$ cat src/rtl/fpga_input_conditioner_if.sv
// Board-side button/restart bundle for the input conditioner.
// master = board/test side, slave = conditioner.
interface fpga_input_conditioner_if;
    logic [3:0] i_btn;
    logic       i_restart;
    logic [3:0] o_btn;
    logic [3:0] o_press;
    logic       o_restart;

    modport master (
        output i_btn, i_restart,
        input  o_btn, o_press, o_restart
    );

    modport slave (
        input  i_btn, i_restart,
        output o_btn, o_press, o_restart
    );
endinterface

$ cat src/rtl/fpga_input_conditioner.sv
// Sync + debounce of 4 buttons and restart switch, with press pulses.
// Optional auto-repeat of press pulses: define INPUT_AUTOREPEAT_EN.
module fpga_input_conditioner #(
    parameter int DEBOUNCE_CYCLES = 252000,
    parameter int REPEAT_DELAY    = 12587500,
    parameter int REPEAT_PERIOD   = 2517500
) (
    input logic                      clk,
    input logic                      rst_n,
    fpga_input_conditioner_if.slave  io
);
    localparam int CW = $clog2(DEBOUNCE_CYCLES);
    localparam logic [CW-1:0] CMAX = CW'(DEBOUNCE_CYCLES - 1);

    if (DEBOUNCE_CYCLES < 2) begin : g_chk_db
        $error("DEBOUNCE_CYCLES must be >= 2");
    end
    if (REPEAT_PERIOD < 1 || REPEAT_PERIOD > REPEAT_DELAY) begin : g_chk_rp
        $error("REPEAT_PERIOD must be in 1..REPEAT_DELAY");
    end

    logic [4:0]    raw;
    logic [4:0]    q1;
    logic [4:0]    s;
    logic [4:0]    d;
    logic [CW-1:0] cnt [5];
    logic [4:0]    rise;
    logic [4:0]    fall;
    logic [3:0]    press;

    assign raw = {io.i_restart, io.i_btn};

    always_comb begin
        rise = '0;
        fall = '0;
        for (int i = 0; i < 5; i++) begin
            rise[i] = s[i] & ~d[i] & (cnt[i] == CMAX);
            fall[i] = ~s[i] & d[i] & (cnt[i] == CMAX);
        end
    end

    always_ff @(posedge clk) begin
        if (!rst_n) begin
            q1 <= '0;
            s  <= '0;
            d  <= '0;
            for (int i = 0; i < 5; i++) cnt[i] <= '0;
        end else begin
            q1 <= raw;
            s  <= q1;
            for (int i = 0; i < 5; i++) begin
                if (s[i] == d[i]) begin
                    cnt[i] <= '0;
                end else if (cnt[i] != CMAX) begin
                    cnt[i] <= cnt[i] + 1'b1;
                end else begin
                    d[i]   <= s[i];
                    cnt[i] <= '0;
                end
            end
        end
    end

`ifdef INPUT_AUTOREPEAT_EN
    localparam int RW = $clog2(REPEAT_DELAY + 1);
    localparam logic [RW-1:0] RTOP  = RW'(REPEAT_DELAY - 1);
    localparam logic [RW-1:0] RLOAD = RW'(REPEAT_DELAY - REPEAT_PERIOD);

    logic [RW-1:0] rc [4];

    // A release on the same edge as a due repeat wins: no pulse fires.
    always_ff @(posedge clk) begin
        if (!rst_n) begin
            press <= '0;
            for (int i = 0; i < 4; i++) rc[i] <= '0;
        end else begin
            for (int i = 0; i < 4; i++) begin
                press[i] <= rise[i];
                if (rise[i] || fall[i]) begin
                    rc[i] <= '0;
                end else if (d[i]) begin
                    if (rc[i] == RTOP) begin
                        press[i] <= 1'b1;
                        rc[i]    <= RLOAD;
                    end else begin
                        rc[i] <= rc[i] + 1'b1;
                    end
                end
            end
        end
    end
`else
    always_ff @(posedge clk) begin
        if (!rst_n) press <= '0;
        else        press <= rise[3:0];
    end
`endif

    assign io.o_btn     = d[3:0];
    assign io.o_restart = d[4];
    assign io.o_press   = press;

endmodule
$ cat src/flat_wrapper.sv
// flat-port wrapper written by rule: the top's interface ports become plain ports
module fpga_input_conditioner_flat 
#(
    parameter int DEBOUNCE_CYCLES = 252000,
    parameter int REPEAT_DELAY    = 12587500,
    parameter int REPEAT_PERIOD   = 2517500
)
  (clk, rst_n, io_i_btn, io_i_restart, io_o_btn, io_o_press, io_o_restart);
  fpga_input_conditioner_if io_i ();
  input logic clk;
  input logic rst_n;
  input wire logic [$bits(io_i.i_btn)-1:0] io_i_btn;
  input wire logic [$bits(io_i.i_restart)-1:0] io_i_restart;
  output wire logic [$bits(io_i.o_btn)-1:0] io_o_btn;
  output wire logic [$bits(io_i.o_press)-1:0] io_o_press;
  output wire logic [$bits(io_i.o_restart)-1:0] io_o_restart;
  assign io_i.i_btn = io_i_btn;
  assign io_i.i_restart = io_i_restart;
  assign io_o_btn = io_i.o_btn;
  assign io_o_press = io_i.o_press;
  assign io_o_restart = io_i.o_restart;
  fpga_input_conditioner #(.DEBOUNCE_CYCLES(DEBOUNCE_CYCLES), .REPEAT_DELAY(REPEAT_DELAY), .REPEAT_PERIOD(REPEAT_PERIOD)) u_core (.clk(clk), .rst_n(rst_n), .io(io_i));
endmodule
$ cat config.mk
export PLATFORM = sky130hd
export DESIGN_NAME = fpga_input_conditioner_flat
export DESIGN_NICKNAME = d
export VERILOG_FILES = /design/src/rtl/fpga_input_conditioner_if.sv /design/src/rtl/fpga_input_conditioner.sv /design/src/flat_wrapper.sv
export SDC_FILE = /design/constraint.sdc
export NUM_CORES = 1
export LEC_CHECK = 0
export BUFFER_PORTS_ARGS = -buffer_cell sky130_fd_sc_hd__buf_4
export CAP_MARGIN = 20
export CORE_ASPECT_RATIO = 1.25
export CORE_MARGIN = 4
export CORE_UTILIZATION = 50
export DETAILED_ROUTE_END_ITERATION = 8
export GPL_ROUTABILITY_DRIVEN = 0
export HOLD_SLACK_MARGIN = 0.02
export PLACE_DENSITY = 0.66
export SLEW_MARGIN = 30
export SYNTH_ARGS = -nofsm -noshare
export SYNTH_HDL_FRONTEND = slang
export SYNTH_SLANG_ARGS = --single-unit
$ cat constraint.sdc
create_clock -name clk -period 2.55 [get_ports clk]
set_clock_uncertainty 0.1 [all_clocks]
set_input_delay 0.51 -clock clk [delete_from_list [all_inputs] [get_ports clk]]
set_output_delay 0.51 -clock clk [all_outputs]
set_load 0.005 [all_outputs]
# After elaboration in Yosys (flattened, before gate mapping)
# Memories as Yosys holds them, arrays and structs flattened.
# Cells that the tools add are included.
# Widths: inputs -> output; s select.
dict set report op_classes {
  mux 71
  add_sub_neg 5
  n_reduce_logical 5
  n_eq_ne 14
  n_bitwise 37
}
# cell count
set op_table {}
lappend op_table {{$mux 18} 15}
lappend op_table {{$add 18x1->18 const B} 5}
lappend op_table {{$ne 18x18->1 const B} 5}
lappend op_table {{$eq 18x18->1 const B} 4}
lappend op_table {{$mux 1} 56}
lappend op_table {{$or 1x1->1} 15}
lappend op_table {{$not 1->1} 14}
lappend op_table {{$reduce_and 2->1} 5}
lappend op_table {{$and 1x1->1} 8}
lappend op_table {{$eq 1x1->1} 5}
dict set report totals {
  output_inout_bits 9
  n_memories 1
  wordCells 141
  mem_bits_rw 90
  in_bits 7
  reg_bits 19
}
# memory depth width rd rd_clocked_by_memory_dff write_ports line_no
set memory_table {}
lappend memory_table {u_core.cnt 5 18 5 0 5 fpga_input_conditioner.sv:26} ;# logic [CW-1:0] cnt [5];

# Longest topological paths before layout
# Gate-level depths: netlist (run 1).
dict set report logic_depth {
  word_depth 7
  mapped_depth 7
  ltp_nobuf 5
}

# Least setup slack after synthesis (run 1)
# No wires, ideal clock.
dict set report synth_path {
  path_type {flip-flop to flip-flop}
  startpoint {memory u_core.cnt[4][7] (netlist name)}
  endpoint {memory u_core.cnt[4][11] (netlist name), data pin}
  setup_time_ps 254
  slack_ps 247
  synth_period_minus_slack_ps 2303
  arrival_time_ps 1949
  path_stages_with_launch 6
  cell_sequence {edfxtp_1 > or4b_1 > or4_4 > o211ai_4 > buf_6 > nor2_1}
}
# item line_no
set synth_rtl {}
lappend synth_rtl {{start: declaration} fpga_input_conditioner.sv:26}

==> results.md, run 1 <==
* # resized after CTS at 0
* Crit path from: u_core.cnt[4][13]$_SDFFCE_PP0P_
* Pwr Density at ~550 mW/mm^2
* Final HPWL DP at roughly 7.5 mm
* Fmax at ~450 MHz
* Ant diodes at 0
* Clock tree buffer depth at 2
* TritonCTS clock tree: yes
* # IOs at 16
* Delay-heaviest family, CP: simple AND/OR/NAND/NOR gates
* Full die area at 0.0130 mm^2
* Worst EP arrival at 2.24 ns
* Crit-path max cell delay at approximately 0.56 ns
* GRT Total Usage at 0.166
* FF+latch count, synth at 109
* Minimum clock period at around 2.2 ns
* Period Utilization, post-route at 0.881
* Post-layout nets at roughly 660
* Slew Viols, Final at 0
* Met1 usage at 0.212
* Initial antenna violation count at 0
* GR Overflow Total at 0
* DR vias/cell at between 5 and 6
* Filler cells at between 900 and 1,000
* DRT Wirelength at roughly 10 mm
* Final setup fails at 0
* Worst path bufs/invs at 1
* CTS Buf Count at 9
* Skew-Pair Late Insertion Delay at ~0.34 ns
* Startpoint types: flop
* Mapped Area at 0.00561 mm^2
* Crit path capture type: flop
* Root buf cell: clkbuf_16
* Initial Util at 0.509
* DIE WIDTH at just over 100 um
* Slew @ Worst Pin at 0.621 ns
* DRC violations left at 0
* Syn Inst Count at about 530
* DRT iter0 DRCs at roughly 140
* Synthesis-to-finish area growth at 17.2%
* Routed vias at ~4,000
* Final hold violation count at 0
* Worst reg2reg startpoint: u_core.cnt[4][13]$_SDFFCE_PP0P_
* Max Cap Viol at 0
* Met3 Use GR at 0.0407
* Vias in the first global route at 3,985
* Sequential element share of the synthesized area at 0.549
* GRT busiest layer: met2
* H-tree levels at 3
* HP Start: io_i_btn[1]
* Pin count of the biggest net entering global routing at 25
* Critical path class: reg2reg
* Die Y-Extent at between 100 and 150 um
* # hold bufs at CTS at 0
* Clock-pin transition on the worst setup and hold timing paths at approximately 0.070 ns
* HP Class: in2reg
* Core area at 0.0110 mm^2
* Row cnt at 43
* Routed WL per cell at ~13 um
* First-pass GRT wire length at roughly 17 mm
* Status: complete, no violations
* Post-detailed-route count of antenna-violating nets at 0
* Setup_tns at 0 ns
* Commonest cells after routing, fill and taps aside: nor2_1, edfxtp_1, conb_1
* Cell variety after synth at 46
* Port Buffers at 15
* Clock sink count at approximately 110
* Syn Area/Cell at around 11 um^2
* Placed Area at approximately 0.0063 mm^2
* Most common cell after layout, fill and taps aside: nor2_1
* CP Cell Sequence: or4b_1 -> or4_4 -> o211ai_4 -> buf_4 -> nor2_1
* Drt pass-1 iters at 4
* Yosys warning count at 0
* Fin area at approximately 0.0066 mm^2
* Crit Path Max Fanout at 9
* Worst IR Drop VDD at about 380 uV
* Post-CTS Setup Repair Bufs at 0
* Slew headroom at 0.582
* Met2 Usage GRT at 0.280
* RSZ-0062 raised after global routing: false
* Slowest CP cell: or4b_1
* Required @ worst endpoint at around 2.5 ns
* Leak pwr at about 2.3 nW
* Share of cells above drive strength 1 at 0.0815
## state kept, by name, indices dropped and copies added (netlist names)
signal and cells:
u_core.io.o_press 4, u_core.s 5, u_core.q1 5, u_core.cnt 90, u_core.d 5
## power breakdown
group	switching [mW]	internal, mW
sequential	0.0756	1.99
combinational	0.0945	0.0712
clock	0.603	0.774
## logic make-up (layout without fill, tap and decap cells)
kind of cell,count (synthesis),count (layout),synth area share
other cells,1,90,0.000668
compound gates,31,31,0.0417
simple gates,269,269,0.247
mux,2,2,0.00357
buf+inv,35,68,0.0252
fa+ha+maj,9,9,0.0201
flops,109,109,0.549
xor+xnor,72,72,0.112
## worst paths after layout
kind	to	slack, ns	depth (start not counted)
worst max register to register	u_core.cnt[4][7]$_SDFFCE_PP0P_	0.30	5
worst max-delay path	u_core.cnt[4][7]$_SDFFCE_PP0P_	0.30	5
worst min register to register	u_core.s[4]$_SDFF_PN0_	0.36	1
worst min-delay path	u_core.q1[1]$_SDFF_PN0_	0.27	2
## Yosys cell counts (all sizes together)
| library cell | count | share of area |
|---|---|---|
| nor2 | 95 | 0.064 |
| edfxtp | 90 | 0.48 |
| xnor2 | 51 | 0.080 |
| nand3 | 34 | 0.030 |
| nand2 | 28 | 0.019 |
| nand4 | 27 | 0.033 |
| inv | 23 | 0.015 |
| nor4 | 23 | 0.026 |
| xor2 | 21 | 0.033 |
| dfxtp | 19 | 0.068 |
| nor3 | 18 | 0.016 |
| and2 | 11 | 0.012 |
| a21oi | 9 | 0.0080 |
| clkbuf | 9 | 0.0062 |
| ha | 9 | 0.020 |
| and3 | 7 | 0.0078 |
| and4 | 5 | 0.0078 |
| o21ai | 5 | 0.0051 |
| or4 | 5 | 0.0074 |
| nor4b | 4 | 0.0062 |
| a31o | 3 | 0.0047 |
| buf | 3 | 0.0036 |
| o311ai | 3 | 0.0047 |
| o31ai | 3 | 0.0040 |
| o41ai | 3 | 0.0047 |
| or4b | 3 | 0.0053 |
| mux2i | 2 | 0.0036 |
| nand4bb | 2 | 0.0040 |
| nor4bb | 2 | 0.0036 |
| o211ai | 2 | 0.0051 |
| or3 | 2 | 0.0022 |
| a211o | 1 | 0.0016 |
| conb | 1 | 0.00067 |
| nand2b | 1 | 0.0011 |
| nand4b | 1 | 0.0016 |
| o211a | 1 | 0.0018 |
| o221a | 1 | 0.0020 |
| or2 | 1 | 0.0011 |
## routing by layer
layer	vias up	wire length [um]
met2	58	4980
li1	2075	-
met1	1903	4560
met5	-	0
met3	10	337
met4	0	127
## stage by stage
stage                     setup WS [ns]  hold slack, ns  instances  utilization  total power [mW]
after floorplan                   0.247           0.312        617            -              2.21
after global placement            0.336           0.316        769        0.569              2.26
after detailed placement          0.308           0.339        769        0.569              2.27
after CTS                         0.301           0.255        785        0.596              3.65
after global routing              0.186           0.266        785        0.596              3.78
final                             0.303           0.267        785        0.596              3.61
## cell type report
class,count,area (um^2),area share
Clock buffer,13,282,0.0428
Inverter,23,86.3,0.0131
Tap cell,135,169,0.0257
Timing Repair Buffer,29,218,0.0331
Sequential cell,109,3080,0.469
Clock inverter,3,16.3,0.00247
Multi-Input combinational cell,473,2720,0.414
## worst reg2reg max path, delay by kind of cell, from the launching register on
| kind | cells | cell delay (ns) |
|---|---|---|
| buf+inv | 1 | 0.19 |
| compound gates | 1 | 0.18 |
| simple gates | 3 | 1.09 |
| flops | 1 | 0.45 |
Note: power is estimated with default switching activity, not from simulation.
==> run 2: changes to the inputs <==
--- a/config.mk
+++ b/config.mk
@@ -7,13 +7,15 @@
 export LEC_CHECK = 0
 export BUFFER_PORTS_ARGS = -buffer_cell sky130_fd_sc_hd__buf_4
 export CAP_MARGIN = 20
+export CELL_PAD_IN_SITES_DETAIL_PLACEMENT = 1
+export CELL_PAD_IN_SITES_GLOBAL_PLACEMENT = 2
 export CORE_ASPECT_RATIO = 1.25
 export CORE_MARGIN = 4
-export CORE_UTILIZATION = 50
+export CORE_UTILIZATION = 42
 export DETAILED_ROUTE_END_ITERATION = 8
 export GPL_ROUTABILITY_DRIVEN = 0
 export HOLD_SLACK_MARGIN = 0.02
-export PLACE_DENSITY = 0.66
+export PLACE_DENSITY_LB_ADDON = 0.1
 export SLEW_MARGIN = 30
 export SYNTH_ARGS = -nofsm -noshare
 export SYNTH_HDL_FRONTEND = slang
==> constraint.sdc (replaced) <==
create_clock -name clk -period 2.55 [get_ports clk]
set_clock_uncertainty 0.1 [all_clocks]
set_input_delay 0.1275 -clock clk [delete_from_list [all_inputs] [get_ports clk]]
set_output_delay 0.1275 -clock clk [all_outputs]
set_load 0.005 [all_outputs]
==> results.md, run 2 (synthesized netlist as in run 1, its figures left out) <==
* Row cnt at 46 (+7.0%)
* # IOs at 16 (unchanged)
* DR vias/cell at 5.00 (-3.0%)
* Commonest cells after routing, fill and taps aside: nor2_1, edfxtp_1, conb_1
* DRT iter0 DRCs at 143 (+1.4%)
* Clock tree buffer depth at 2 (unchanged)
* DRC violations left at 0 (unchanged)
* Crit Path Max Fanout at 17 (+8)
* Routed WL per cell at 13.8 um (+8.3%)
* Fin area at 0.00667 mm^2 (+1.4%)
* Post-placement setup slack at 0.284 ns (-0.0234 ns)
* DRT Wirelength at 11.4 mm (+14%)
* GRT Total Usage at 0.156 (-0.00961)
* First-pass GRT wire length at 19.5 mm (+12%)
* Setup_tns at 0 ns (unchanged)
* CP Cell Sequence: or4b_1 -> or4_4 -> o211ai_4 -> buf_12 -> nor2_1
* Pwr Density at 534 mW/mm^2 (-2.8%)
* Ant diodes at 0 (unchanged)
* Slew @ Worst Pin at 0.676 ns (+0.0550 ns)
* Final HPWL DP at 8.52 mm (+13%)
* Full die area at 0.0153 mm^2 (+18%)
* Period Utilization, post-route at 0.887 (+0.00560)
* Routed vias at 4,126 (+2.0%)
* Minimum clock period at 2.26 ns (+0.0143 ns)
* HP Class: in2reg
* Share of cells above drive strength 1 at 0.0807 (-0.000869)
* Final hold violation count at 0 (unchanged)
* Fmax at 442 MHz (-0.63%)
* Final cell count without fillers at 825 (+5.1%)
* Worst IR Drop VDD at 308 uV (-20%)
* Slew headroom at 0.545 (-0.0370)
* Required @ worst endpoint at 2.55 ns (about the same)
* Post-layout nets at 668 (+1.1%)
* Area of the multi-input gates at 0.00272 mm^2 (unchanged)
* # resized after CTS at 0 (unchanged)
* Slowest CP cell: or4_4
* Leak pwr at 2.32 nW (+0.80%)
* Skew-Pair Late Insertion Delay at 0.34 ns (about the same)
* Clock sink count at 109 (unchanged)
* Filler cells at 1,488 (+60%)
* GR Overflow Total at 0 (unchanged)
* Worst path bufs/invs at 1 (unchanged)
* Root buf cell: clkbuf_16
* Critical path class: reg2reg
* Drt pass-1 iters at 4 (unchanged)
* Port Buffers at 15 (unchanged)
* Register area at 0.00308 mm^2 (unchanged)
* Number of flip-flops in the largest register at 90 (unchanged)
* Pin count of the biggest net entering global routing at 26 (+4.0%)
* Placed Area at 0.00635 mm^2 (+1.1%)
* Most common cell after layout, fill and taps aside: nor2_1
* Die Y-Extent at 137 um (+8.5%)
* Post-detailed-route count of antenna-violating nets at 0 (unchanged)
* Initial Util at 0.435 (-0.0736)
* Placed insts at 804 (+4.6%)
* Final setup fails at 0 (unchanged)
* Slew Viols, Final at 0 (unchanged)
* Largest Register: u_core.cnt
* Clock-pin transition on the worst setup and hold timing paths at 0.07 ns (about the same)
* Final WS setup at 0.289 ns (-0.0143 ns)
* Crit path capture type: flop
* Max Cap Viol at 0 (unchanged)
* Startpoint types: flop
* Core area at 0.0129 mm^2 (+17%)
* H-tree levels at 3 (unchanged)
* Worst reg2reg startpoint: u_core.cnt[4][8]$_SDFFCE_PP0P_
* Crit path from: u_core.cnt[4][8]$_SDFFCE_PP0P_
* DIE WIDTH at 111 um (+8.4%)
* Worst EP arrival at 2.26 ns (+0.02 ns)
* TritonCTS clock tree: yes
* Status: complete, no violations
* Vias in the first global route at 4,281 (+7.4%)
* CTS Buf Count at 9 (unchanged)
* Initial antenna violation count at 0 (unchanged)
* Delay-heaviest family, CP: simple AND/OR/NAND/NOR gates
* Crit-path max cell delay at 0.56 ns (about the same)
* Synthesis-to-finish area growth at 18.8%
* RSZ-0062 raised after global routing: false
* Total power at 3.56 mW (-1.4%)
* HP Start: rst_n
run 2: changes by cell type in the layout (fill, tap and decap cells not counted), sizes merged:
cell | previous run | this run
dlygate4sd3 | 0 | 5
buf | 29 | 31
clkinv | 2 | 1
inv | 24 | 25
run 2: final cells by class:
cell class                 instances  area share
timing repair buffer              36      0.0443
clock buffer                      13      0.0375
clock inverter                     3     0.00319
inverter                          23      0.0129
multi-input combinational        473       0.408
sequential                       109       0.462
tap                              168      0.0315
run 2: tightest hold or removal path: cells and delay by family:
kind / cells / cell delay, ns
AOI/OAI and AO/OA: 1 / 0.05
buffers and inverters: 1 / 0.19
and+or+nand+nor: 1 / 0.09
run 2: what timing repair did:
action                                 CTS  global route
buffers inserted                         0             0
hold buffers                             5             0
endpoints found under the hold margin    5             0
run 2: metal layers:
| metal | track usage | wire, um |
|---|---|---|
| met5 | 0 | 0 |
| met4 | 0.0541 | 143 |
| met3 | 0.0290 | 247 |
| met2 | 0.290 | 5930 |
| met1 | 0.181 | 5070 |
run 2: report_power, final:
part           switching, mW  internal (mW)
Clock                  0.618          0.695
Sequential            0.0785           1.99
Combinational         0.0981         0.0772
Total                  0.794           2.77
run 2: worst paths after layout:
check | to | slack [ns] | depth (start not counted)
worst max-delay path | u_core.cnt[4][3]$_SDFFCE_PP0P_ | 0.29 | 5
worst min-delay path | u_core.d[3]$_SDFFE_PN0P_ | 0.06 | 3
worst min register to register | u_core.s[2]$_SDFF_PN0_ | 0.34 | 1
worst max register to register | u_core.cnt[4][3]$_SDFFCE_PP0P_ | 0.29 | 5
run 2: through the flow:
stage               utilization  hold slack (ns)
floorplan                     -            0.155
global placement          0.492            0.243
detailed placement        0.492            0.245
CTS                       0.517           0.0552
global route              0.517           0.0770
finish                    0.517           0.0620
==> run 3: changes to the inputs <==
--- a/config.mk
+++ b/config.mk
@@ -5,13 +5,14 @@
 export SDC_FILE = /design/constraint.sdc
 export NUM_CORES = 1
 export LEC_CHECK = 0
+export ABC_AREA = 1
 export BUFFER_PORTS_ARGS = -buffer_cell sky130_fd_sc_hd__buf_4
 export CAP_MARGIN = 20
 export CELL_PAD_IN_SITES_DETAIL_PLACEMENT = 1
 export CELL_PAD_IN_SITES_GLOBAL_PLACEMENT = 2
 export CORE_ASPECT_RATIO = 1.25
 export CORE_MARGIN = 4
-export CORE_UTILIZATION = 42
+export CORE_UTILIZATION = 34
 export DETAILED_ROUTE_END_ITERATION = 8
 export GPL_ROUTABILITY_DRIVEN = 0
 export HOLD_SLACK_MARGIN = 0.02
==> results.md, run 3 <==
* DRT Wirelength at 14.1 mm (+24%)
* Clock-pin transition on the worst setup and hold timing paths at 0.08 ns (about the same)
* DRT iter0 DRCs at 139 (-2.8%)
* Crit-path max cell delay at 0.45 ns (-0.11 ns)
* # resized after CTS at 0 (unchanged)
* Most common cell in the synthesized netlist: nand2_1
* Post-layout nets at 911 (+36%)
* Final hold violation count at 0 (unchanged)
* Share of cells above drive strength 1 at 0.0744 (-0.00623)
* Fin area at 0.00731 mm^2 (+9.7%)
* Cell variety after synth at 31 (-33%)
* Full die area at 0.0206 mm^2 (+35%)
* Dominant cells by area after synthesis: edfxtp_1, nand2_1, nor2_1
* Largest Register: u_core.cnt
* Leading area contributor after synthesis: edfxtp_1
* Post-detailed-route count of antenna-violating nets at 0 (unchanged)
* CTS Buf Count at 9 (unchanged)
* Drt pass-1 iters at 4 (unchanged)
* Critical path class: reg2reg
* Area of the multi-input gates at 0.00309 mm^2 (+13%)
* Slew Viols, Final at 0 (unchanged)
* Startpoint types: flop
* Crit Path Max Fanout at 17 (unchanged)
* Yosys warning count at 0 (unchanged)
* Minimum clock period at 1.96 ns (-0.304 ns)
* Initial Util at 0.346 (-0.0897)
* Clock sink count at 109 (unchanged)
* Row cnt at 55 (+20%)
* Die Y-Extent at 159 um (+16%)
* Period Utilization, post-route at 0.767 (-0.119)
* Routed WL per cell at 12.5 um (-9.4%)
* Crit path capture type: flop
* FF+latch count, synth at 109 (unchanged)
* Area share of the leading cell type in the synthesized netlist at 0.434 (-0.0478)
* Initial antenna violation count at 0 (unchanged)
* Pin count of the biggest net entering global routing at 21 (-19%)
* Max Cap Viol at 0 (unchanged)
* Skew-Pair Late Insertion Delay at 0.35 ns (about the same)
* Filler cells at 2,267 (+52%)
* Commonest cells after routing, fill and taps aside: nand2_1, nor2_1, edfxtp_1, conb_1, inv_1
* Setup_tns at 0 ns (unchanged)
* Pwr Density at 502 mW/mm^2 (-5.9%)
* Slowest CP cell: edfxtp_1
* H-tree levels at 3 (unchanged)
* Placed Area at 0.00691 mm^2 (+8.8%)
* Register area at 0.00308 mm^2 (unchanged)
* Syn Area/Cell at 8.03 um^2 (-24%)
* HP Class: reg2reg
* TritonCTS clock tree: yes
* CP Cell Sequence: ha_1 -> nand3_2 -> inv_2 -> nand3_1 -> nand2_2 -> inv_1 -> nand2_1 -> inv_1
* Leak pwr at 2.95 nW (+27%)
* Synth Flop Type: edfxtp_1
* Reg2reg path depth at 8 (+3)
* Crit path from: u_core.cnt[1][0]$_SDFFCE_PP0P_
* DIE WIDTH at 129 um (+16%)
* EDFF count, synth at 90 (unchanged)
* Async set-reset flop share out of synthesis at 0 (unchanged)
* Worst reg2reg startpoint: u_core.cnt[1][0]$_SDFFCE_PP0P_
* Status: complete, no violations
* Required @ worst endpoint at 2.57 ns (+0.02 ns)
* Ant diodes at 0 (unchanged)
* DR vias/cell at 4.52 (-9.6%)
* Root buf cell: clkbuf_16
* GRT Total Usage at 0.147 (-0.00927)
* First-pass GRT wire length at 24.7 mm (+27%)
* Final HPWL DP at 11.1 mm (+30%)
* RSZ-0062 raised after global routing: false
* # IOs at 16 (unchanged)
* GR Overflow Total at 0 (unchanged)
* DRC violations left at 0 (unchanged)
* Worst EP arrival at 1.98 ns (-0.28 ns)
* Core area at 0.0180 mm^2 (+40%)
* Most used cell, CP: inv_1
* Fmax at 511 MHz (+16%)
* Vias in the first global route at 5,404 (+26%)
* Mapped Area at 0.00623 mm^2 (+11%)
* Port Buffers at 15 (unchanged)
* Synth cell count leaders: nand2_1, nor2_1, edfxtp_1
* Sequential element share of the synthesized area at 0.495 (-0.0546)
* Final setup fails at 0 (unchanged)
* HP Start: u_core.q1[2]$_SDFF_PN0_
* Clock tree buffer depth at 2 (unchanged)
* Worst IR Drop VDD at 279 uV (-9.3%)
* Syn Inst Count at 776 (+47%)
* Worst hold stages at 2 (-1)
* Number of flip-flops in the largest register at 90 (unchanged)
* Synthesis-to-finish area growth at 17.3%
* Most common cell after layout, fill and taps aside: nand2_1
* Routed vias at 5,102 (+24%)
run 3: cell count changes in the layout (fill, tap and decap cells not counted), sizes merged, moves of 10 or more:
cell and change:
nand4 -12, nor2 +91, inv +66, xnor2 -39
nand2 +177, buf -16, and2 -10, nor4 -23
a21oi +25
run 3: critical path: cells and delay by family (launching register included):
kind	cells	cell delay, ns
adders and majority gates	1	0.25
DFF	1	0.45
and+or+nand+nor	4	0.66
buffers and inverters	3	0.24
run 3: cell type report:
class,instances,share of cell area
multi-input combinational,659,0.423
inverter,90,0.0462
timing repair buffer,26,0.0304
tap,228,0.0390
clock buffer,11,0.0361
clock inverter,5,0.00428
sequential,109,0.421
run 3: timing repair:
| item | 4_1_cts | 5_1_grt |
|---|---|---|
| setup buffers | 0 | 0 |
| endpoints found under the hold margin | 10 | 0 |
| hold buffers | 11 | 0 |
run 3: cells by family (layout without fill, tap and decap cells):
kind of cell / Yosys count / count (layout) / share of synthesized area
and+or+nand+nor: 478 / 478 / 0.334
DFF: 109 / 109 / 0.495
buffers and inverters: 97 / 132 / 0.0632
AOI/OAI and AO/OA: 44 / 44 / 0.0365
xor gates and xnor gates: 38 / 38 / 0.0534
adders and majority gates: 9 / 9 / 0.0181
other: 1 / 90 / 0.000602
run 3: per-stage QoR:
stage	worst slack, ns	power [mW]	instances	hold slack [ns]	utilization
2_1_floorplan	0.915	2.23	865	0.125	-
3_3_place_gp	0.664	2.28	1101	0.211	0.383
3_5_place_dp	0.576	2.29	1101	0.219	0.383
4_1_cts	0.562	3.74	1128	0.327	0.406
5_1_grt	0.367	3.86	1128	0.351	0.406
6_report	0.593	3.67	1128	0.319	0.406
run 3: metal layers:
layer | vias up | global-route usage | routed length (um)
li1 | 2641 | - | -
met1 | 2420 | 0.171 | 6170
met5 | - | 0 | 0
met2 | 24 | 0.269 | 7490
met3 | 17 | 0.0198 | 182
met4 | 0 | 0.0544 | 274
run 3: path summary, 6_finish.rpt:
| check | endpoint | slack, ns |
|---|---|---|
| setup / recovery | u_core.cnt[1][16]$_SDFFCE_PP0P_ | 0.59 |
| hold / removal | u_core.s[2]$_SDFF_PN0_ | 0.32 |
| setup reg to reg | u_core.cnt[1][16]$_SDFFCE_PP0P_ | 0.59 |
| hold reg to reg | u_core.s[2]$_SDFF_PN0_ | 0.32 |
run 3: power breakdown:
| group | internal (mW) | leakage [nW] | total (mW) | switching (mW) |
|---|---|---|---|---|
| clock | 0.749 | 0.148 | 1.41 | 0.661 |
| combinational | 0.0708 | 1.72 | 0.197 | 0.126 |
| sequential | 1.99 | 1.08 | 2.07 | 0.0733 |
